==> config.mk <==
export PLATFORM = sky130hd
export DESIGN_NAME = program_counter_reg
export DESIGN_NICKNAME = d
export VERILOG_FILES = /design/src/rtl/core_pkg.sv /design/src/rtl/en_dff.sv /design/src/rtl/program_counter_reg.sv
export SDC_FILE = /design/constraint.sdc
export NUM_CORES = 1
export LEC_CHECK = 0
export ABC_AREA = 0
export CAP_MARGIN = 30
export CORE_ASPECT_RATIO = 1.5
export CORE_MARGIN = 2
export CORE_UTILIZATION = 60
export CTS_BUF_LIST = sky130_fd_sc_hd__clkbuf_4 sky130_fd_sc_hd__clkbuf_8 sky130_fd_sc_hd__clkbuf_16
export DETAILED_ROUTE_END_ITERATION = 8
export DONT_BUFFER_PORTS = 1
export PLACE_DENSITY = 0.8
export SKIP_LAST_GASP = 1
export SLEW_MARGIN = 30
export SYNTH_ARGS = -nofsm -noshare
export SYNTH_HDL_FRONTEND = slang
export SYNTH_HIERARCHICAL = 1
export SYNTH_SLANG_ARGS = --single-unit
==> constraint.sdc <==
create_clock -name clk -period 1.48 [get_ports clk]
set_clock_uncertainty 0.2 [all_clocks]
set_input_delay 0.222 -clock clk [delete_from_list [all_inputs] [get_ports clk]]
set_output_delay 0.222 -clock clk [all_outputs]
set_load 0.1 [all_outputs]
==> src/rtl/core_pkg.sv <==
// core_pkg: constants and types shared by the RISC-V core.
//   XLEN          datapath / PC width in bits
//   RESET_VECTOR  PC value loaded on reset
//   addr_t        XLEN-bit address type
// The optional misalignment flag on the PC register is enabled with the
// macro PC_ALIGN_CHECK_EN, which is defined at build level, not here.
package core_pkg;

    localparam int XLEN = 32;
    localparam logic [XLEN-1:0] RESET_VECTOR = 32'h0000_0000;

    typedef logic [XLEN-1:0] addr_t;

    // A PC is misaligned when either of its two low bits is set.
    function automatic logic is_misaligned(input addr_t pc);
        return |pc[1:0];
    endfunction

endpackage

==> src/rtl/en_dff.sv <==
// en_dff: a register with a load enable and a synchronous active-low reset.
// Ports:
//   clk    in   1      rising-edge clock
//   rst_n  in   1      synchronous reset, active-low, loads RST_VAL
//   load   in   1      capture d at this edge; otherwise hold
//   d      in   W      next value
//   q      out  W      stored value
module en_dff #(
    parameter int          W       = 1,
    parameter logic [W-1:0] RST_VAL = '0
) (
    input  logic         clk,
    input  logic         rst_n,
    input  logic         load,
    input  logic [W-1:0] d,
    output logic [W-1:0] q
);

    always_ff @(posedge clk) begin
        if (!rst_n) begin
            q <= RST_VAL;
        end else if (load) begin
            q <= d;
        end
    end

endmodule

==> src/rtl/program_counter_reg.sv <==
// program_counter_reg: architectural PC register at the head of the IF stage.
// Captures the next PC from the next-PC mux and drives the fetch address.
// Update priority at each rising edge: reset, flush (load pc_i), global
// stall (hold), local write enable low (hold), otherwise load pc_i.
// Ports:
//   clk             in   1     system clock
//   rst_n           in   1     synchronous reset, active-low
//   write_en_i      in   1     local PC write enable (0 = load-use hold)
//   global_flush_i  in   1     redirect; loads pc_i regardless of stalls
//   global_stall_i  in   1     global freeze; holds PC
//   pc_i            in   XLEN  next PC
//   pc_o            out  XLEN  current PC, straight from the register
//   pc_misaligned_o out  1     only with PC_ALIGN_CHECK_EN: |PC[1:0] of the
//                              stored value, registered alongside the PC
// Build option: define PC_ALIGN_CHECK_EN to add pc_misaligned_o and a
// simulation warning when a misaligned value is loaded.
module program_counter_reg
    import core_pkg::*;
#(
    parameter int             XLEN_P         = XLEN,
    parameter logic [XLEN_P-1:0] RESET_VECTOR_P = RESET_VECTOR
) (
    input  logic              clk,
    input  logic              rst_n,
    input  logic              write_en_i,
    input  logic              global_flush_i,
    input  logic              global_stall_i,
    input  logic [XLEN_P-1:0] pc_i,
`ifdef PC_ALIGN_CHECK_EN
    output logic              pc_misaligned_o,
`endif
    output logic [XLEN_P-1:0] pc_o
);

    logic load;

    // Flush is a redirect and must win over both stall sources.
    assign load = global_flush_i | (~global_stall_i & write_en_i);

    en_dff #(
        .W       (XLEN_P),
        .RST_VAL (RESET_VECTOR_P)
    ) u_pc (
        .clk   (clk),
        .rst_n (rst_n),
        .load  (load),
        .d     (pc_i),
        .q     (pc_o)
    );

`ifdef PC_ALIGN_CHECK_EN
    logic misaligned_d;

    // Computed from the incoming value so the flag is registered in step
    // with the PC rather than decoded combinationally from pc_o.
    assign misaligned_d = |pc_i[1:0];

    en_dff #(
        .W       (1),
        .RST_VAL (1'b0)
    ) u_misaligned (
        .clk   (clk),
        .rst_n (rst_n),
        .load  (load),
        .d     (misaligned_d),
        .q     (pc_misaligned_o)
    );

`ifndef SYNTHESIS
    always @(posedge clk) begin
        if (rst_n && load && misaligned_d) begin
            $warning("program_counter_reg: misaligned PC load 0x%0h", pc_i);
        end
    end
`endif
`endif

endmodule

After elaboration in Yosys (flattened, before gate mapping). Index checks and enable logic that the tools add are counted.

Bitwise operators: 3.

Operator list (number): $and A1 B1 Y1 (1); $not A1 Y1 (1); $or A1 B1 Y1 (1).

Bits in registers: 32. Output and inout port bits: 32.

Logic depth before layout (Yosys ltp).
Depth in word-level cells: 3. Mapped depth: 6. Gate-level depth less buffers: 4.

Modules after synthesis. Netlist, hierarchy kept.

By module, submodules not included: en_dff (times used 1, cells an instance 103, area an instance 1243.7 um2); program_counter_reg (times used 1, cells an instance 2, area an instance 11.3 um2).

Worst setup path after synthesis. No wires, ideal clock.

Path type: register -> register. Start: reg u_pc/q[0] (netlist name). End: reg u_pc.q[0]. Setup time: 0.067 ns. Arrival: 1.194 ns. Required time: 1.213 ns. Path slack: 0.019 ns. Stages on the path, launching flop included: 3. Buffers on the path: 0. Clock period less this slack: 1.461 ns. Path through: dfxtp_1 -> mux2i_1 -> nor2b_1.

RTL lines: end signal: assignment (line en_dff.sv:21) `q <= RST_VAL;`; end signal: assignment (line en_dff.sv:23) `q <= d;`; end: declaration (line en_dff.sv:16) `output logic [W-1:0] q`.

Worst setup path after layout.
Start: reg u_pc.q[20]. End: out pc_o[20].

RTL lines: end: declaration (line program_counter_reg.sv:32) `output logic [XLEN_P-1:0] pc_o`.

No word-level cell between the ends.

==> flow_metrics.py <==
metrics = {
    "logic_synthesis": {
        "ys_types": 8,
        "synth_area_um2": 1255,
        "syn-num-nets": 142,
        "yosys_warnings": 6,
        "syn_inst": 105,
        "post_synth.cell_area_avg_um2": 11.95,
        "yosysSeqAreaShare_pct": 51.05,
        "ys_ff_latch": 32,
    },
    "run_status": {
        "status": "finished, final reports clean",
    },
    "worst_setup_path": {
        "rrSetupSlack_ps": 490,
        "r2r-end": "u_pc/q[21]",
        "slowest_stage": "dfxtp_1",
        "critPathMaxStageDelay_ps": 370,
        "r2r-start": "u_pc/q[21]",
        "path_class": "flop to output pin",
        "path_cells": "buf_4",
        "r2r_cells": 2,
        "setup.worst_path.start": "u_pc/q[20]",
        "startpoint_type": "flop",
        "crit_family": "flip-flops",
        "worstSetupEndpointType": "output pin",
        "required_ps": 1060,
        "path_max_fanout": 2,
        "critPathBufInv": 1,
        "cp.arrival_ps": 1010,
    },
    "clock_tree": {
        "clockBufferDepth": 2,
        "insertion_delay_ps": 320,
        "path_clk_slew_ps": 110,
        "cts_buffers": 5,
        "cts_tree": "built",
        "h-tree-depth": 2,
        "cts_sinks": 32,
        "cts-root-buf": "clkbuf_4",
    },
    "min_path": {
        "hold-path-cell-count": 4,
        "worstHoldStart": "global_flush_i",
        "hold_path_end": "u_pc/q[24]",
        "hold_path.class": "primary input to flop",
    },
    "floorplan": {
        "initial_core_util_pct": 62.69,
        "io_pins": 69,
        "die_area_um2": 2481,
        "core_area_um2": 2002,
        "num_rows": 20,
        "fp.dieH_um": 60.01,
        "die_x_um": 41.34,
    },
    "place": {
        "dpl.cell_count": 154,
        "hpwl_mm": 1.677,
        "placed_area_um2": 1456,
        "gp_congestion": 0.7176,
        "pre_cts_ws_ps": 213.3,
        "io_buffers": 0,
    },
    "grt": {
        "grt_overflow": 0,
        "grt_use_total_pct": 28.89,
        "grt_max_degree": 33,
        "grt_pass1_wl_mm": 4.560,
        "antenna_found_initial": 0,
        "grt_pass1_vias": 1022,
    },
    "pwr": {
        "power.density_nw_per_um2": 1201,
        "p_leak_nw": 0.9222,
        "vdd_drop_max_mv": 0.9234,
    },
    "sta": {
        "setup-tns-final_ps": 0,
        "post-route-period-util_pct": 97.00,
        "tightest_slew_ps": 826.2,
        "final.setup.worst_slack_ps": 44.35,
        "slew_headroom_pct": 44.92,
        "rsz0062_at_grt": "no",
        "clock.fmax_mhz": 696.6,
        "slew_viol_final": 0,
        "finalSetupViolations": 0,
        "hold_viol": 0,
        "layout_min_cycle_time_ps": 1436,
    },
    "detailed_routing": {
        "drc": 0,
        "dr.pass1.iters": 5,
        "drt-total-wl_mm": 3.383,
        "drt_iter0_drc": 17,
        "vias_per_cell": 5.169,
        "wl_per_cell_um": 17.35,
        "drtAntennaViolNets": 0,
        "route.vias.total": 1008,
    },
    "cells_and_area": {
        "num_antenna_cells": 0,
        "fin_cells": 195,
        "largest_registers": "u_pc/q (32)",
        "layout-area-overhead-vs-synth_pct": 48.06,
        "largest_reg_flops": 32,
        "fill_cells": 68,
        "regMostFlops": "u_pc/q",
        "final_cell_mix": "buf_4 (32), mux2i_1 (32), nor2b_1 (32), dlygate4sd3_1 (32), dfxtp_1 (32)",
        "nNetsFinal": 209,
        "fin_area_um2": 1858,
        "drive_gt1_share_pct": 24.86,
    },
    "flow_run": {
        "cap_violations": 0,
    },
}
[through the flow]
step	hold WS, ps	power, mW	util, %
6_report	282.8	2.231	92.81
5_1_grt	322.7	2.298	92.81
4_1_cts	243.9	2.217	92.31
3_5_place_dp	158.9	1.617	72.75
3_3_place_gp	154.6	1.606	72.75
2_1_floorplan	150.2	1.533	-
[repair_timing]
action                                  4_1_cts  5_1_grt
endpoints found under the hold margin        32        0
buffers inserted                              0        0
resized for setup                             0        3
hold buffers                                 33        0
endpoints found under the setup margin        0       34
[power by group]
part | leakage, nW | switching [mW] | total [mW] | internal [mW]
logic | 0.619 | 0.537 | 0.746 | 0.209
clock network | 0.0380 | 0.304 | 0.530 | 0.226
registers | 0.265 | 0.0360 | 0.955 | 0.919
[cell families (layout without fill, tap and decap cells)]
logic type | after synthesis | in the layout | synth area share, %
multiplexers | 32 | 32 | 25.52
flip-flops | 32 | 32 | 51.05
AND/OR/NAND/NOR | 32 | 32 | 15.95
buffers and inverters | 8 | 76 | 6.879
AO/OA/AOI/OAI | 1 | 1 | 0.5984
[routing by layer]
metal	vias up	global-route usage, %	part of all wire, %
met5	-	0	0
met4	0	12.44	4.1
met3	12	8.178	5.5
met2	52	51.12	54
met1	468	29.43	36
li1	476	-	-
[cell usage after synthesis]
master | instances | area share, %
a21o_1 | 1 | 0.60
buf_12 | 3 | 4.8
buf_6 | 1 | 0.90
clkbuf_1 | 3 | 0.90
dfxtp_1 | 32 | 51
inv_1 | 1 | 0.30
mux2i_1 | 32 | 26
nor2b_1 | 32 | 16
[cell type report]
class | count | area [um^2] | share of cell area, %
Clock buffer | 6 | 51.30 | 2.761
Clock inverter | 2 | 10.01 | 0.5387
Inverter | 1 | 3.754 | 0.2020
Multi-Input combinational cell | 65 | 529.3 | 28.48
Sequential cell | 32 | 640.6 | 34.48
Tap cell | 22 | 27.53 | 1.481
Timing Repair Buffer | 67 | 595.6 | 32.05
[worst max-delay path by stage]
stage               cells past startpoint  slack, ps         end
floorplan                               2         20   u_pc/q[0]
global placement                        5        240   u_pc/q[9]
detailed placement                      5        210   u_pc/q[4]
CTS                                     2         20  u_pc/q[20]
global route                            1          5    pc_o[31]
finish                                  1         40    pc_o[20]
Note: power is estimated with default switching activity, not from simulation.
